`src/rtl/jump_request_gen.sv`:
```
// jump_request_gen
// Initiator side of the menu jump handshake. A synchronised, debounced
// push-button press or an auto-demo timer tick becomes a single-cycle JPulse
// toward the sprite. A pulse is only fired while the sprite reports idle.
// One request can be held back while a jump is already in flight. The block
// watches the sprite's jump/done_move response, flags a sprite that never
// acknowledges, and counts completed jumps.

module jump_request_gen #(
    parameter int SYNC_STAGES     = 2,
    parameter int DEBOUNCE_CYCLES = 500000,
    parameter int AUTO_PERIOD     = 50000000,
    parameter int ACK_TIMEOUT     = 1024,
    parameter int CNT_W           = 8
) (
    input  logic             clk,
    input  logic             reset,
    input  logic             btn_raw,
    input  logic             auto_en,
    input  logic             jump,
    input  logic             done_move,
    output logic             JPulse,
    output logic             busy,
    output logic             pending,
    output logic             ack_timeout,
    output logic [CNT_W-1:0] jump_count
);

    localparam int DB_W = (DEBOUNCE_CYCLES > 2) ? $clog2(DEBOUNCE_CYCLES) : 1;
    localparam int AU_W = (AUTO_PERIOD > 2) ? $clog2(AUTO_PERIOD) : 1;
    localparam int TO_W = (ACK_TIMEOUT > 2) ? $clog2(ACK_TIMEOUT) : 1;

    localparam logic [DB_W-1:0] DB_LAST = DB_W'(DEBOUNCE_CYCLES - 1);
    localparam logic [AU_W-1:0] AU_LAST = AU_W'(AUTO_PERIOD - 1);
    localparam logic [TO_W-1:0] TO_LAST = TO_W'(ACK_TIMEOUT - 1);

    typedef enum logic [1:0] {
        ST_IDLE      = 2'd0,
        ST_FIRE      = 2'd1,
        ST_WAIT_ACK  = 2'd2,
        ST_WAIT_DONE = 2'd3
    } state_t;

    logic [SYNC_STAGES-1:0] sync_r;
    logic                   synced_s;
    logic [DB_W-1:0]        db_cnt_r;
    logic                   stable_r;
    logic                   btn_req_r;
    logic [AU_W-1:0]        auto_cnt_r;
    logic                   auto_run_s;
    logic                   auto_req_s;
    logic                   req_s;
    state_t                 state_r;
    logic [TO_W-1:0]        to_cnt_r;
    logic                   jpulse_r;
    logic                   busy_r;
    logic                   pending_r;
    logic                   ack_timeout_r;
    logic [CNT_W-1:0]       jump_count_r;

    assign synced_s = sync_r[SYNC_STAGES-1];

    // Metastability synchroniser: the only logic that samples btn_raw.
    always_ff @(posedge clk or negedge reset) begin
        if (!reset) begin
            sync_r <= {SYNC_STAGES{1'b0}};
        end else begin
            sync_r <= {sync_r[SYNC_STAGES-2:0], btn_raw};
        end
    end

    // Debouncer: the level flips only after the synced input has disagreed for
    // DEBOUNCE_CYCLES in a row. Only a rising flip raises a one-cycle request.
    always_ff @(posedge clk or negedge reset) begin
        if (!reset) begin
            db_cnt_r  <= {DB_W{1'b0}};
            stable_r  <= 1'b0;
            btn_req_r <= 1'b0;
        end else begin
            btn_req_r <= 1'b0;
            if (synced_s != stable_r) begin
                if (db_cnt_r == DB_LAST) begin
                    stable_r  <= synced_s;
                    db_cnt_r  <= {DB_W{1'b0}};
                    btn_req_r <= synced_s;
                end else begin
                    db_cnt_r <= db_cnt_r + DB_W'(1);
                end
            end else begin
                db_cnt_r <= {DB_W{1'b0}};
            end
        end
    end

    // The auto-demo timer only runs while the handshake is completely at rest,
    // so it restarts from zero after every jump.
    assign auto_run_s = auto_en && (state_r == ST_IDLE) && !pending_r;
    assign auto_req_s = auto_run_s && (auto_cnt_r == AU_LAST);
    assign req_s      = btn_req_r | auto_req_s;

    // Auto-demo period counter.
    always_ff @(posedge clk or negedge reset) begin
        if (!reset) begin
            auto_cnt_r <= {AU_W{1'b0}};
        end else if (!auto_run_s || (auto_cnt_r == AU_LAST)) begin
            auto_cnt_r <= {AU_W{1'b0}};
        end else begin
            auto_cnt_r <= auto_cnt_r + AU_W'(1);
        end
    end

    // Handshake FSM with registered JPulse/busy/pending/ack_timeout/count.
    always_ff @(posedge clk or negedge reset) begin
        if (!reset) begin
            state_r       <= ST_IDLE;
            to_cnt_r      <= {TO_W{1'b0}};
            jpulse_r      <= 1'b0;
            busy_r        <= 1'b0;
            pending_r     <= 1'b0;
            ack_timeout_r <= 1'b0;
            jump_count_r  <= {CNT_W{1'b0}};
        end else begin
            jpulse_r <= 1'b0;
            // A request arriving mid-handshake is queued one deep. Further
            // requests are absorbed while the queue is already full.
            if ((state_r != ST_IDLE) && req_s) begin
                pending_r <= 1'b1;
            end
            case (state_r)
                ST_IDLE: begin
                    if ((req_s || pending_r) && done_move) begin
                        state_r   <= ST_FIRE;
                        jpulse_r  <= 1'b1;
                        busy_r    <= 1'b1;
                        pending_r <= 1'b0;
                    end else if (req_s) begin
                        pending_r <= 1'b1;
                    end
                end
                ST_FIRE: begin
                    state_r  <= ST_WAIT_ACK;
                    to_cnt_r <= {TO_W{1'b0}};
                end
                ST_WAIT_ACK: begin
                    if (jump) begin
                        state_r <= ST_WAIT_DONE;
                    end else if (to_cnt_r == TO_LAST) begin
                        state_r       <= ST_IDLE;
                        busy_r        <= 1'b0;
                        ack_timeout_r <= 1'b1;
                    end else begin
                        to_cnt_r <= to_cnt_r + TO_W'(1);
                    end
                end
                ST_WAIT_DONE: begin
                    if (done_move && !jump) begin
                        state_r      <= ST_IDLE;
                        busy_r       <= 1'b0;
                        jump_count_r <= jump_count_r + CNT_W'(1);
                    end
                end
                default: begin
                    state_r   <= ST_IDLE;
                    busy_r    <= 1'b0;
                    pending_r <= 1'b0;
                end
            endcase
        end
    end

    assign JPulse      = jpulse_r;
    assign busy        = busy_r;
    assign pending     = pending_r;
    assign ack_timeout = ack_timeout_r;
    assign jump_count  = jump_count_r;

endmodule
```
`config.mk`:
```
export PLATFORM = sky130hd
export DESIGN_NAME = jump_request_gen
export DESIGN_NICKNAME = d
export VERILOG_FILES = /design/src/rtl/jump_request_gen.sv
export SDC_FILE = /design/constraint.sdc
export NUM_CORES = 1
export LEC_CHECK = 0
export ABC_CLOCK_PERIOD_IN_PS = 1900
export CAP_MARGIN = 20
export CORE_ASPECT_RATIO = 1.4
export CORE_MARGIN = 5
export CORE_UTILIZATION = 36
export CTS_CLUSTER_DIAMETER = 100
export DETAILED_ROUTE_END_ITERATION = 16
export HOLD_SLACK_MARGIN = 0.02
export PLACE_DENSITY = 0.51
export SYNTH_ARGS = -nofsm -noshare
export SYNTH_HDL_FRONTEND = slang
export SYNTH_SLANG_ARGS = --single-unit
```
`constraint.sdc`:
```
create_clock -name clk -period 1.9 [get_ports clk]
set_input_delay 0.38 -clock clk [delete_from_list [all_inputs] [get_ports clk]]
set_output_delay 0.38 -clock clk [all_outputs]
set_load 0.05 [all_outputs]
```
Word level (Yosys, flattened, before mapping):

Cells that the tools add are included.
Widths: inputs -> output; s select.

* register bits after elaboration: 73
* bits of input ports: 6
* word-level logic and storage cells: 76

* add/subtract/negate cells: 4
* equality and inequality tests: 13
* multiplexer cells: 24
* bitwise gates (word level): 2
* reduce and logical (&&, ||, !) cells: 21

Operator list (count)
* $mux 19: 2
* $add 26x1->26 const B: 1
* $eq 26x26->1 const B: 1
* $mux 26: 1
* $mux 10: 2
* $pmux 10 s2: 1
* $add 19x1->19 const B: 1
* $eq 19x19->1 const B: 1
* $mux 1: 12
* $add 10x1->10 const B: 1
* $eq 10x10->1 const B: 1
* $reduce_and 3->1: 3
* $add 8x1->8 const B: 1
* $mux 2: 4
* $ne 2x2->1 const B: 4
* $pmux 2 s4: 1
* $logic_and 1x1->1: 6
* $reduce_and 5->1: 1
* $eq 2x2->1 const B: 2
* $reduce_and 2->1: 2
* $reduce_bool 2->1: 2
* $logic_not 1->1: 3
* $ne 3x3->1 const B: 1
* $pmux 1 s3: 1
* other kinds (8): 9

Longest topological paths before layout:

Gate-level depths: netlist of run 1.

* word-level depth: 10
* depth in mapped cells: 7
* depth with buffers taken out: 5

Worst setup path after synthesis of run 1:

OpenSTA, ideal clock, no wires.

* kind: register to register
* start: register auto_cnt_r[0]
* end: register auto_cnt_r[18]
* setup time: 77 ps
* data arrival time: 1816 ps
* path slack: 6 ps
* cell stages (with the launch flop): 7
* path buffers: 1
* clock period less this slack: 1894 ps
* path through: dfrtp_1 -> ha_1 -> nand3_2 -> or4_4 -> buf_6 -> or3_1 -> a21oi_1

* cells in the longest elaborated chain, start to end: 3
* elaborated cells between the ends (all ways): 4
* classes of those cells: 1 x add/sub; 1 x eq/ne; 1 x mux; 1 x reduce/logical

RTL lines
* start, declared: line 49 `logic [AU_W-1:0] auto_cnt_r;`
* start signal, assigned: line 104 `auto_cnt_r <= {AU_W{1'b0}};`
* start signal, assigned: line 106 `auto_cnt_r <= {AU_W{1'b0}};`
* start signal, assigned: line 108 `auto_cnt_r <= auto_cnt_r + AU_W'(1);`
* branches (longest 2 deep; another with $add 26x1->26)
* $mux 26 *: line 105 `end else if (!auto_run_s || (auto_cnt_r == AU_LAST)) begin`

Mark *: on every way between the ends.
A chain may end at the register's enable or synchronous reset.

Final worst setup path of run 1:

* start: register auto_cnt_r[11]
* end: register auto_cnt_r[20]

The elaborated chain is that of the path after synthesis.

==> results.sh, run 1 <==
export IMPL_clock_skew_ns=0.00616
export IMPL_final_nets=431
export IMPL_synth_area_um2=3640
export IMPL_hold_class="input pin to asynchronous set/reset pin"
export IMPL_worstPathArrival_ns=2.13
export IMPL_antenna_found_initial=0
export IMPL_vias=2906
export IMPL_timing_critical_path_cells="buf_4, nand2_1, or4_4, or4_4, a21oi_2"
export IMPL_hold_viol_final=0
export IMPL_maxCapViolCount=0
export IMPL_ys_flop_type="dfrtp_1"
export IMPL_wl_per_cell_um=14.3
export IMPL_ir_drop_uv=506
export IMPL_rsz0062_at_grt="true"
export IMPL_pre_cts_ws_ns=-0.105
export IMPL_fin_ws_ns=0.0357
export IMPL_critPathLaunchType="flip-flop"
export IMPL_yosys_cell_types_count=51
export IMPL_numCtsBuffers=9
export IMPL_dieWidth_um=95.0
export IMPL_root_buffer="clkbuf_16"
export IMPL_yosysSeqAreaShare_pct=50.2
export IMPL_io_pins=18
export IMPL_finalCriticalPeriod_ns=1.86
export IMPL_io_buffer_count=17
export IMPL_ys_seq_elements=73
export IMPL_core_area_um2=9900
export IMPL_clkSinkCount=73
export IMPL_dpl_instance_area_um2=4220
export IMPL_finalNonFillerCells=561
export IMPL_ctsLongestPathBuffers=2
export IMPL_max_freq_mhz=536
export IMPL_dp_cells=542
export IMPL_hold_ws_ns=0.00787
export IMPL_worst_path_max_fanout=8
export IMPL_track_usage_pct=14.5
export IMPL_gp_congestion=0.768
export IMPL_clk_latency_ns=0.34
export IMPL_path_class="flip-flop to flip-flop"
export IMPL_grt_ovfl_total=0
export IMPL_fillers=989
export IMPL_first_global_vias=3000
export IMPL_syn_area_per_cell_um2=10.0
export IMPL_layout_common_cells="dfrtp_1, buf_4, nor2_1, xnor2_1, nand3_1"
export IMPL_grt_max_degree=39
export IMPL_area_growth_pct=27.8
export IMPL_critPathRequiredTime_ns=2.17
export IMPL_synth_edff_count=0
export IMPL_cp_end_kind="flip-flop"
export IMPL_finalCritPeriodShare_pct=98.1
export IMPL_relSlewSlack_pct=64.0
export IMPL_synthCells=362
export IMPL_outcome="finished, final reports clean"
export IMPL_cts_htree_levels=3
export IMPL_grt_pass1_wl_mm=14.0
export IMPL_antenna_left=0
export IMPL_die_area_um2=12200
export IMPL_ys_async_sr_fraction_pct=100
export IMPL_cts_tree="yes"
export IMPL_setup_viol=0
export IMPL_crit_path_max_incr_delay_ns=0.61
export IMPL_start_util_pct=36.7
export IMPL_drv_slew=0
export IMPL_drc=0
export IMPL_path_common_cell="or4_4"
export IMPL_crit_slowest_cell="or4_4"
export IMPL_routed_wl_mm=8.02
export IMPL_synth_nets=372
export IMPL_drive_above_1_share_pct=21.8
export IMPL_vias_per_cell=5.18
export IMPL_drt_iter0_markers=106
export IMPL_ys_warn_count=0
export IMPL_rows=43
export IMPL_cts_hold_buffers=0
export IMPL_layout_commonest_cell="dfrtp_1"
export IMPL_n_antenna_cell=0
export IMPL_dp_hpwl_mm=5.61
export IMPL_drt_pass1_iter_count=4
export IMPL_stdcell_area_um2=4650
export IMPL_clkTransAtPathRegs_ns=0.06
export IMPL_p_leak_nw=1.87
export IMPL_worst_slew_pin_slew_ns=0.538
export IMPL_die_y_um=129
export IMPL_cellPowerDensity_nw_per_um2=963
## sequential cells by signal (all words and copies together) (netlist names)
signal       count
auto_cnt_r      26
db_cnt_r        19
to_cnt_r        10
jump_count       8
state_r          2
sync_r           2
JPulse           1
ack_timeout      1
btn_req_r        1
busy             1
pending          1
stable_r         1
## worst max-delay path, delay by kind of cell, from the launching register on
family,cells,cell delay [ns]
DFF,1,0.34
and+or+nand+nor,3,1.18
AOI/OAI and AO/OA,1,0.15
buffers and inverters,1,0.12
## routing by layer
metal / vias to the layer above / GRT usage, % / share of wire (%)
li1: 1439 / - / -
met4: 0 / 5.52 / 1.3
met1: 1427 / 17.4 / 44
met2: 31 / 24.6 / 52
met5: - / 0 / 0
met3: 9 / 4.09 / 3.0
## cells by family after synthesis
group | synth area share [%]
and+or+nand+nor | 26.6
buffers and inverters | 3.03
xor gates and xnor gates | 7.71
AOI/OAI and AO/OA | 10.2
DFF | 50.2
muxes | 0.894
adders and majority gates | 1.38
## power breakdown
group	total (mW)	internal [mW]	leakage, nW	switching (mW)
sequential	1.82	1.68	0.994	0.138
clock	1.93	1.28	0.164	0.644
combinational	0.735	0.269	0.712	0.466
## final timing paths
kind | start | end | slack (ns) | depth (start not counted)
setup / recovery | auto_cnt_r[11]$_DFF_PN0_ | auto_cnt_r[20]$_DFF_PN0_ | 0.04 | 5
hold / removal | reset | auto_cnt_r[19]$_DFF_PN0_ | 0.008 | 1
setup reg to reg | auto_cnt_r[11]$_DFF_PN0_ | auto_cnt_r[20]$_DFF_PN0_ | 0.04 | 5
hold reg to reg | sync_r[0]$_DFF_PN0_ | sync_r[1]$_DFF_PN0_ | 0.35 | 0
max in group asynchronous | reset | jump_count[4]$_DFFE_PN0P_ | 1.31 | 2
min in group clk | sync_r[0]$_DFF_PN0_ | sync_r[1]$_DFF_PN0_ | 0.35 | 0
## repair_timing
| item | 4_1_cts | 5_1_grt |
|---|---|---|
| pin swaps | 2 | 4 |
| setup endpoints to repair | 27 | 15 |
| resized for setup | 3 | 13 |
| setup buffers | 0 | 3 |
## stage by stage
stage	power (mW)	util, %	setup TNS, ns
6_report	4.48	47.0	0
5_1_grt	4.71	47.0	-0.377
4_1_cts	4.55	46.2	0
3_5_place_dp	2.60	42.7	-1.28
3_3_place_gp	2.59	42.7	-1.47
2_1_floorplan	2.29	-	0
## synthesized netlist by cell type, types with 11 or more instances
cell type  count  area, µm²
a21oi_1       22        110
nand4_1       15       93.8
o21ai_0       11       55.1
o31ai_1       11       82.6
or3_1         12       75.1
nor2_1        40        150
dfrtp_1       73       1830
nand3_1       22        110
xnor2_1       26        228
nand2_1       20       75.1
inv_1         11       41.3
## cell type report
cell class	instances	area, µm²	share of cell area [%]
Sequential cell	73	1830	39.3
Multi-Input combinational cell	267	1760	37.8
Timing Repair Buffer	59	518	11.1
Clock buffer	11	233	5.01
Tap cell	135	169	3.63
Clock inverter	5	104	2.23
Inverter	11	41.3	0.888
(Power assumes the default switching activity.)
==> run 2, diff against run 1 <==
--- a/config.mk
+++ b/config.mk
@@ -11,6 +11,7 @@
 export CORE_MARGIN = 5
 export CORE_UTILIZATION = 36
 export CTS_CLUSTER_DIAMETER = 100
+export CTS_CLUSTER_SIZE = 30
 export DETAILED_ROUTE_END_ITERATION = 16
 export HOLD_SLACK_MARGIN = 0.02
 export PLACE_DENSITY = 0.51
==> results of run 2 <==
The final DEF is identical to that of run 1; final timing and power are the same.
